<file path="config.mk">
export PLATFORM = sky130hd
export DESIGN_NAME = synth_ctrl_sequencer
export DESIGN_NICKNAME = d
export VERILOG_FILES = /design/src/rtl/synth_ctrl_pkg.sv /design/src/rtl/cmd_fifo.sv /design/src/rtl/synth_ctrl_sequencer.sv
export SDC_FILE = /design/constraint.sdc
export NUM_CORES = 1
export LEC_CHECK = 0
export CORE_MARGIN = 8
export CORE_UTILIZATION = 30
export CTS_CLUSTER_DIAMETER = 30
export CTS_CLUSTER_SIZE = 12
export DETAILED_ROUTE_END_ITERATION = 8
export HOLD_SLACK_MARGIN = 0.02
export PLACE_DENSITY_LB_ADDON = 0.25
export REMOVE_ABC_BUFFERS = 1
export SETUP_SLACK_MARGIN = 0.3
export SLEW_MARGIN = 30
export SYNTH_ARGS = -nofsm -noshare
export SYNTH_HDL_FRONTEND = slang
export SYNTH_SLANG_ARGS = --single-unit
</file>
<file path="constraint.sdc">
create_clock -name clk_100 -period 2.77 [get_ports clk_100]
set_input_delay 0.277 -clock clk_100 [delete_from_list [all_inputs] [get_ports clk_100]]
set_output_delay 0.277 -clock clk_100 [all_outputs]
set_load 0.005 [all_outputs]
</file>
<file path="src/rtl/synth_ctrl_pkg.sv">
// Shared types and constants for the synth control sequencer: command
// encoding, FSM state codes and keypad code helpers.
package synth_ctrl_pkg;

  typedef enum logic [1:0] {
    CMD_INSTR = 2'd0,
    CMD_DELAY = 2'd1,
    CMD_ATT   = 2'd2,
    CMD_SWAP  = 2'd3
  } cmd_e;

  // One queued command: opcode plus the raw key code (instrument number
  // for CMD_INSTR, don't-care for the others).
  typedef struct packed {
    cmd_e       op;
    logic [3:0] payload;
  } cmd_t;

  // FSM state encoding
  localparam logic [2:0] ST_IDLE     = 3'd0;
  localparam logic [2:0] ST_ISSUE    = 3'd1;
  localparam logic [2:0] ST_FADE_OUT = 3'd2;
  localparam logic [2:0] ST_SWAP     = 3'd3;
  localparam logic [2:0] ST_FADE_IN  = 3'd4;

  // Keypad codes with a special meaning
  localparam logic [3:0] KEY_A = 4'hA;
  localparam logic [3:0] KEY_B = 4'hB;
  localparam logic [3:0] KEY_F = 4'hF;

  // True for codes that map to a command (1-9, A, B, F); 0, C, D, E are ignored.
  function automatic logic key_is_cmd(input logic [3:0] code);
    return ((code >= 4'd1) && (code <= 4'd9)) ||
           (code == KEY_A) || (code == KEY_B) || (code == KEY_F);
  endfunction

  // Translate a mapped key code into a command word.
  function automatic cmd_t key_to_cmd(input logic [3:0] code);
    cmd_t c;
    c.payload = code;
    case (code)
      KEY_A:   c.op = CMD_DELAY;
      KEY_B:   c.op = CMD_ATT;
      KEY_F:   c.op = CMD_SWAP;
      default: c.op = CMD_INSTR;
    endcase
    return c;
  endfunction

endpackage

</file>
<file path="src/rtl/cmd_fifo.sv">
// Small synchronous FIFO for queued keypad commands. A push while full is
// accepted only when a pop happens in the same cycle (count then unchanged).
module cmd_fifo #(
  parameter int DEPTH = 4,
  parameter int WIDTH = 6
) (
  input  logic                         clk,
  input  logic                         rst_n,
  input  logic                         push,
  input  logic [WIDTH-1:0]             wdata,
  input  logic                         pop,
  output logic [WIDTH-1:0]             rdata,
  output logic                         full,
  output logic                         empty,
  output logic [$clog2(DEPTH+1)-1:0]   count
);

  localparam int AW = $clog2(DEPTH);
  localparam int CW = $clog2(DEPTH + 1);

  logic [WIDTH-1:0] mem [DEPTH];
  logic [AW-1:0]    wr_ptr;
  logic [AW-1:0]    rd_ptr;
  logic             do_push;
  logic             do_pop;

  assign full    = (count == CW'(DEPTH));
  assign empty   = (count == '0);
  assign do_pop  = pop && !empty;
  assign do_push = push && (!full || do_pop);
  assign rdata   = mem[rd_ptr];

  // Storage array; contents need no reset because count gates visibility.
  always_ff @(posedge clk) begin
    if (do_push) mem[wr_ptr] <= wdata;
  end

  // Pointers and occupancy; DEPTH is a power of two so pointers wrap naturally.
  always_ff @(posedge clk or negedge rst_n) begin
    if (!rst_n) begin
      wr_ptr <= '0;
      rd_ptr <= '0;
      count  <= '0;
    end else begin
      if (do_push) wr_ptr <= wr_ptr + 1'b1;
      if (do_pop)  rd_ptr <= rd_ptr + 1'b1;
      case ({do_push, do_pop})
        2'b10:   count <= count + 1'b1;
        2'b01:   count <= count - 1'b1;
        default: count <= count;
      endcase
    end
  end

endmodule

</file>
<file path="src/rtl/synth_ctrl_sequencer.sv">
// Control sequencer between keypad decode and the audio datapath. Keypad
// commands are queued and issued at most one per audio sample tick; a swap
// command fades gain to zero, flips headphone routing and fades back up.
//
// Handshake: key_valid is a one-cycle strobe with no back-pressure; a mapped
// command arriving while the queue is full (and nothing pops that cycle) is
// dropped and flagged on the sticky overflow bit.
//
// Issue timing: the head is popped on the sample_tick cycle in IDLE, the
// following cycle is ISSUE, and the registered pulse (together with the new
// instrument value) is visible in the cycle after ISSUE.
module synth_ctrl_sequencer
  import synth_ctrl_pkg::*;
#(
  parameter int CMD_DEPTH = 4,
  parameter int GAIN_W    = 4,
  parameter int FADE_DIV  = 1
) (
  input  logic              clk_100,
  input  logic              reset_n,
  input  logic              key_valid,
  input  logic [3:0]        key_code,
  input  logic              sample_tick,
  output logic [3:0]        instruments,
  output logic              new_instrument,
  output logic              next_delay,
  output logic              next_att,
  output logic              play_right,
  output logic [GAIN_W-1:0] gain,
  output logic              busy,
  output logic              overflow
);

  localparam logic [GAIN_W-1:0] GAIN_MAX = '1;
  localparam logic [GAIN_W-1:0] GAIN_ONE = GAIN_W'(1);
  localparam logic [GAIN_W-1:0] GAIN_TOP = GAIN_MAX - GAIN_ONE;
  localparam int CNT_W = (FADE_DIV > 1) ? $clog2(FADE_DIV) : 1;
  localparam logic [CNT_W-1:0] STEP_LAST = CNT_W'(FADE_DIV - 1);
  localparam int FCW = $clog2(CMD_DEPTH + 1);

  logic [1:0]       rst_sync;
  logic             rst_n;
  logic [2:0]       state;
  cmd_t             cur;
  cmd_t             head;
  logic [CNT_W-1:0] step_cnt;
  logic             step_done;
  logic             push;
  logic             pop;
  logic             full;
  logic             empty;
  logic [FCW-1:0]   fifo_count_unused;

  // Reset is asserted asynchronously but released on a clock edge.
  always_ff @(posedge clk_100 or negedge reset_n) begin
    if (!reset_n) rst_sync <= 2'b00;
    else          rst_sync <= {rst_sync[0], 1'b1};
  end
  assign rst_n = rst_sync[1];

  assign push      = key_valid && key_is_cmd(key_code);
  assign pop       = (state == ST_IDLE) && sample_tick && !empty;
  assign step_done = (step_cnt == STEP_LAST);
  assign busy      = (state != ST_IDLE);

  cmd_fifo #(
    .DEPTH (CMD_DEPTH),
    .WIDTH ($bits(cmd_t))
  ) u_fifo (
    .clk   (clk_100),
    .rst_n (rst_n),
    .push  (push),
    .wdata (key_to_cmd(key_code)),
    .pop   (pop),
    .rdata (head),
    .full  (full),
    .empty (empty),
    .count (fifo_count_unused)
  );

  // Sticky flag for a command lost on a full queue.
  always_ff @(posedge clk_100 or negedge rst_n) begin
    if (!rst_n)                       overflow <= 1'b0;
    else if (push && full && !pop)    overflow <= 1'b1;
  end

  // Sequencer FSM with its datapath: issue, fade, route swap.
  always_ff @(posedge clk_100 or negedge rst_n) begin
    if (!rst_n) begin
      state          <= ST_IDLE;
      cur            <= '0;
      step_cnt       <= '0;
      instruments    <= 4'd0;
      new_instrument <= 1'b0;
      next_delay     <= 1'b0;
      next_att       <= 1'b0;
      play_right     <= 1'b0;
      gain           <= GAIN_MAX;
    end else begin
      new_instrument <= 1'b0;
      next_delay     <= 1'b0;
      next_att       <= 1'b0;
      case (state)
        ST_IDLE: begin
          if (pop) begin
            cur   <= head;
            state <= ST_ISSUE;
          end
        end
        ST_ISSUE: begin
          step_cnt <= '0;
          case (cur.op)
            CMD_INSTR: begin
              instruments    <= cur.payload;
              new_instrument <= 1'b1;
              state          <= ST_IDLE;
            end
            CMD_DELAY: begin
              next_delay <= 1'b1;
              state      <= ST_IDLE;
            end
            CMD_ATT: begin
              next_att <= 1'b1;
              state    <= ST_IDLE;
            end
            default: state <= ST_FADE_OUT;
          endcase
        end
        ST_FADE_OUT: begin
          if (sample_tick) begin
            if (step_done) begin
              step_cnt <= '0;
              if (gain <= GAIN_ONE) begin
                gain  <= '0;
                state <= ST_SWAP;
              end else begin
                gain <= gain - GAIN_ONE;
              end
            end else begin
              step_cnt <= step_cnt + 1'b1;
            end
          end
        end
        ST_SWAP: begin
          play_right <= ~play_right;
          step_cnt   <= '0;
          state      <= ST_FADE_IN;
        end
        ST_FADE_IN: begin
          if (sample_tick) begin
            if (step_done) begin
              step_cnt <= '0;
              if (gain >= GAIN_TOP) begin
                gain  <= GAIN_MAX;
                state <= ST_IDLE;
              end else begin
                gain <= gain + GAIN_ONE;
              end
            end else begin
              step_cnt <= step_cnt + 1'b1;
            end
          end
        end
        default: state <= ST_IDLE;
      endcase
    end
  end

endmodule

</file>
After elaboration in Yosys (flattened, before gate mapping)
Memories as Yosys holds them, arrays and structs flattened. A register that Yosys moved wholly into a read port is not among the register bits.
Index checks and enable logic that the tools add are counted.

word-level totals
  memory bits (writable) = 24
  output and inout port bits = 14
  logic and storage cells = 106
  register bits after elaboration = 26
  memories = 1
  input bits = 8

cells by class
  muxes and demuxes = 29
  $lt $le $gt $ge = 4
  eq/ne operators = 20
  reductions and logical operators = 31
  add/sub/neg operators = 7
  bitwise logic cells = 1

memory list
  name        words  bits a word  rd ports  clocked after Yosys merged registers in  write ports  line            text
  u_fifo.mem  4      6            1         1                                        1            cmd_fifo.sv:21  logic [WIDTH-1:0] mem [DEPTH];

operators with widths
  kind                   number
  $mux W4                6
  $mux W3                7
  $pmux W3 S5            1
  $ne A2 B2 Y1 const B   7
  $eq A4 B4 Y1 const B   3
  $mux W1                10
  $logic_and A1 B1 Y1    8
  $pmux W4 S2            1
  $reduce_and A7 Y1      1
  $eq A3 B2 Y1 const B   2
  $eq A3 B3 Y1 const B   2
  $logic_not A3 Y1       2
  $pmux W2 S3            1
  $pmux W3 S2            1
  $reduce_and A2 Y1      3
  $reduce_bool A2 Y1     3
  $reduce_and A5 Y1      1
  $add A2 B1 Y2 const B  2
  $add A4 B1 Y4 const B  1
  $eq A2 B1 Y1 const B   2
  $eq A2 B2 Y1 const B   2
  $ge A4 B1 Y1 const B   1
  $ge A4 B4 Y1 const B   1
  $le A4 B1 Y1 const B   1
  16 further kinds       23

Longest topological paths before layout
  word-level depth = 9
  mapped depth = 11
  gate-level depth less buffers = 10

Modules after synthesis
Synthesis repeated with hierarchy kept, for this count alone.

second synthesis, totals
  cell total of the unflattened synthesis = 192
  area, all modules = 2621.3 sq um

modules (own cells, without submodules)
  module                cells an instance  seq. area each (sq um)  times used  area an instance (sq um)
  cmd_fifo              86                 895.9                   1           1402.6
  synth_ctrl_sequencer  106                605.6                   1           1218.7

Least setup slack after synthesis
Ideal clock, no wire load.

  path type = flip-flop to flip-flop
  from = register state[0]
  to = register u_fifo.count[2]
  arrival time = 2.197 ns
  setup slack = 0.447 ns
  path buffers = 1
  stages on the path, launching flop included = 12
  data required time = 2.645 ns
  setup time = 0.125 ns
  period minus slack after synthesis = 2.323 ns
  path through = dfrtp_1 -> buf_6 -> or4b_4 -> and4_4 -> nor2b_4 -> inv_1 -> ha_1 -> inv_1 -> fa_1 -> xor2_1 -> nor2_1 -> xor2_1

between the ends
  longest elaborated chain between the ends = 8
  elaborated cells between the ends (all ways) = 10
  classes of those cells = eq/ne: 2; mux: 1; reduce/logical: 7

ends and longest elaborated chain
  element                                            line                         text
  start, declared                                    synth_ctrl_sequencer.sv:43   logic [2:0] state;
  start signal, assigned                             synth_ctrl_sequencer.sv:90   state <= ST_IDLE;
  start signal, assigned                             synth_ctrl_sequencer.sv:107  state <= ST_ISSUE;
  start signal, assigned                             synth_ctrl_sequencer.sv:116  state <= ST_IDLE;
  $logic_not A3 Y1 *                                 synth_ctrl_sequencer.sv:62   assign pop = (state == ST_IDLE) && sample_tick && !empty;
  $logic_and A1 B1 Y1 * (2 in a row)                 synth_ctrl_sequencer.sv:62
  $logic_and A1 B1 Y1 *                              cmd_fifo.sv:29               assign do_pop = pop && !empty;
  $logic_or A1 B1 Y1                                 cmd_fifo.sv:30               assign do_push = push && (!full || do_pop);
  $logic_and A1 B1 Y1                                cmd_fifo.sv:30
  $eq A2 B1 Y1 or $eq A2 B2 Y1 (tied branches)       cmd_fifo.sv:47               case ({do_push, do_pop})
  $pmux W3 S2 or $reduce_bool A2 Y1 (tied branches)  -
  end signal, assigned                               cmd_fifo.sv:48               2'b10: count <= count + 1'b1;
  end signal, assigned                               cmd_fifo.sv:49               2'b01: count <= count - 1'b1;
  end signal, assigned                               cmd_fifo.sv:50               default: count <= count;
  end, declared                                      cmd_fifo.sv:15               output logic [$clog2(DEPTH+1)-1:0] count

Every way passes the cells marked *; elsewhere a longest branch is shown, timed or not.
A chain may end at the register's enable or synchronous reset.

Worst setup path in the final report
  from = input port sample_tick
  to = register u_fifo.count[2]

between the ends
  longest elaborated chain between the ends = 7
  elaborated cells between the ends (all ways) = 9
  classes of those cells = eq/ne: 2; mux: 1; reduce/logical: 6

ends and longest elaborated chain
  element                                            line                        text
  start, declared                                    synth_ctrl_sequencer.sv:23  input logic sample_tick,
  $logic_and A1 B1 Y1 * (2 in a row)                 synth_ctrl_sequencer.sv:62
  $logic_and A1 B1 Y1 *                              cmd_fifo.sv:29
  $logic_or A1 B1 Y1                                 cmd_fifo.sv:30
  $logic_and A1 B1 Y1                                cmd_fifo.sv:30
  $eq A2 B1 Y1 or $eq A2 B2 Y1 (tied branches)       cmd_fifo.sv:47
  $pmux W3 S2 or $reduce_bool A2 Y1 (tied branches)  -

Marked as above.

==> impl_metrics.py <==
metrics = {
    "status": {
        "status": "completed",
    },
    "clocking": {
        "h-tree-depth": 2,
        "cts_resized": 0,
        "cts_root_buf": "clkbuf_8",
        "clkSinkCount": 55,
        "cts_tree": "built",
        "post_cts_buffers": 0,
        "cts.clk_slew.worst_paths_ns": 0.10,
        "clk-insertion-delay-late_ns": 0.31,
        "numCtsBuffers": 5,
        "holdBufCountCts": 0,
        "clock_path_buffers": 2,
    },
    "yosys": {
        "synth_cells": 176,
        "synth_cell_types": 45,
        "synth_top_area_share": 0.289,
        "yosys-top-cells-area": "edfxtp_1, dfrtp_1, mux4_2",
        "synthMuxAreaShare": 0.118,
        "synth_top_family_by_area": "multiplexers",
        "ys.flop_type": "dfrtp_1",
        "yosysWarnings": 0,
        "avgSynthCellArea_sq_um": 14.1,
        "syn-cell-area_sq_mm": 0.00249,
        "synth_fa_ha_area_frac": 0.0533,
        "synth-compound-area-share": 0.0528,
        "synth_most_common_cell": "dfrtp_1",
        "ys_seq_area_frac": 0.603,
        "ys_top_cells_by_count": "dfrtp_1, edfxtp_1, inv_1, mux2_2",
        "ys_ff_latch": 55,
        "synth_simple_gate_area_frac": 0.108,
        "synth_xor_area_frac": 0.0317,
        "synth_top_cell_by_area": "edfxtp_1",
        "synth-edff-count": 24,
        "async_flop_share": 0.564,
    },
    "floorplan": {
        "dieArea_sq_mm": 0.0115,
        "ios": 22,
        "row_count": 33,
        "dieHeight_microns": 107,
        "start_util": 0.306,
        "die_x_microns": 107,
        "core-area_sq_mm": 0.00813,
    },
    "finish": {
        "n_antenna_cell": 0,
        "design_area_sq_mm": 0.00295,
        "layout-drive-gt1-share": 0.214,
        "fin_util": 0.363,
        "fin_nets": 223,
        "area_delta_synth_final_pct": 18.5,
    },
    "hold_path": {
        "hold_class": "reg2async",
    },
    "worst_setup_path": {
        "rr_worst_depth": 10,
        "start_kind": "input pin",
        "required_ns": 2.97,
        "crit_fanout": 4,
        "r2r-start": "state[1]",
        "r2r_setup_slack_ns": 0.51,
        "critPathArrivalTime_ns": 2.51,
        "crit_family": "simple AND/OR/NAND/NOR gates",
        "startpoint": "sample_tick",
        "path_class": "in2reg",
        "worstPathCellList": "clkdlybuf4s50_1 -> or4b_4 -> and4_4 -> nor2b_4 -> inv_1 -> ha_1 -> inv_1 -> fa_1 -> xor2_1 -> nor2_1 -> xor2_1",
        "slowest_delay_ns": 0.52,
        "end_kind": "flop",
        "worst-path-stages": 11,
        "crit_slowest_cell": "clkdlybuf4s50_1",
        "critPathBufInv": 3,
    },
    "power": {
        "peakVddDrop_v": 0.000272,
        "swShare": 0.332,
        "p_seq_frac": 0.459,
        "p_int_mw": 1.99,
        "p_per_area_mw_per_mm2": 1010,
        "p_leak_nw": 1.16,
        "combPwrFrac": 0.391,
        "p_switching_mw": 0.990,
        "p_clk_frac": 0.149,
    },
    "placement": {
        "dp_hpwl_microns": 3080,
        "port_buffers": 21,
        "place_congestion": 0.746,
        "dpl-instance-area_sq_mm": 0.00286,
    },
    "run": {
        "drv_cap": 0,
    },
    "routing": {
        "drt_wl_total_microns": 4430,
        "wl_per_cell_microns": 14.3,
        "drt_iter0_drc": 97,
        "first_pass_iters": 4,
        "vias": 1432,
        "ant_nets": 0,
        "avgViaCountPerCell": 4.60,
        "drc": 0,
    },
    "global_routing": {
        "antenna_found_initial": 0,
        "grt_overflow": 0,
        "grt_usage": 0.0842,
        "grt_pass1_wl_microns": 7560,
        "grt_max_degree": 27,
        "grt_pass1_vias": 1479,
    },
    "timing": {
        "period_share": 0.834,
        "period_needed_ns": 2.31,
        "hold_viol_final": 0,
        "fin_skew_ns": 0.00391,
        "rsz0062_at_grt": "no",
        "setup_violations": 0,
        "finalMaxSlewViolations": 0,
        "worst_pin_slew_ns": 0.575,
        "tns_ns": 0,
        "max_slew_margin": 0.613,
        "max_freq_ghz": 0.433,
    },
}
layer usage:
metal	GRT usage	vias to the layer above	part of all wire
met4	0.0452	0	0.018
met5	0	-	0
met1	0.103	723	0.45
met3	0.0234	4	0.038
met2	0.132	20	0.49
li1	-	685	-
per-stage QoR:
step           setup WS, ns  total power, mW  cells  hold WS (ns)
2_1_floorplan         0.401             2.11    167       -0.0186
3_3_place_gp          0.220             2.55    303        0.0590
3_5_place_dp          0.160             2.57    303        0.0593
4_1_cts               0.445             3.03    311        0.0669
5_1_grt               0.343             3.22    311        0.0861
6_report              0.461             2.98    311        0.0602
cell usage in the layout, fill, tap and decap left out, types with 2 or more instances in the layout:
master and n:
nand4b_1 2, inv_1 10, nor4b_1 3, xnor2_1 5, and3_1 2, nand3_1 3
xor2_1 4, ha_1 9, nor2_1 4, a31oi_1 3, nand2_1 9, edfxtp_1 24
a211oi_1 2, clkdlybuf4s50_1 21, buf_4 10, mux4_2 6, mux2_2 10, and2_1 5
clkbuf_8 5, o31a_1 2, o21ai_0 3, dfstp_2 4, mux2i_1 3, nor3_1 4
a21oi_1 5, dfrtp_1 27
kinds of logic after synthesis:
kind of cell | count (synthesis)
DFF | 55
and+or+nand+nor | 42
AOI/OAI and AO/OA | 20
muxes | 20
buffers and inverters | 19
adders and majority gates | 10
xor gates and xnor gates | 9
other | 1
registers in the layout (all words and copies together), names as in the netlist, 2 cells and up:
signal         cells
u_fifo.wr_ptr      2
u_fifo.rd_ptr      2
gain               4
u_fifo.mem        24
instruments        4
cur                6
rst_sync           2
u_fifo.count       3
state              3
final timing paths:
path,to
max reg2reg,u_fifo.count[2]
min in group clk_100,rst_sync[1]
min reg2reg,overflow
max,u_fifo.count[2]
max in group asynchronous,gain[2]
min,overflow
area by class of cell:
class / instances / area, sq um
Fill cell: 801 / 5180
Sequential cell: 55 / 1500
Multi-Input combinational cell: 102 / 907
Timing Repair Buffer: 31 / 285
Tap cell: 105 / 131
Clock buffer: 5 / 68.8
Inverter: 10 / 37.5
Clock inverter: 3 / 18.8
power by group through the flow:
stage	Combinational [mW]	Sequential, mW	Clock [mW]
3_5_place_dp	1.17	1.40	0
2_1_floorplan	0.739	1.37	0
4_1_cts	1.19	1.38	0.464
5_1_grt	1.31	1.42	0.492
3_3_place_gp	1.16	1.39	0
6_report	1.17	1.37	0.445
worst reg2reg max path: stages, from the launching register on:
cell and delay (ns):
dfrtp_1 0.40, or4b_4 0.55, and4_4 0.23, nor2b_4 0.11
inv_1 0.04, ha_1 0.19, inv_1 0.09, fa_1 0.19
xor2_1 0.15, nor2_1 0.06, xor2_1 0.14
Note: power is estimated with default switching activity, not from simulation.
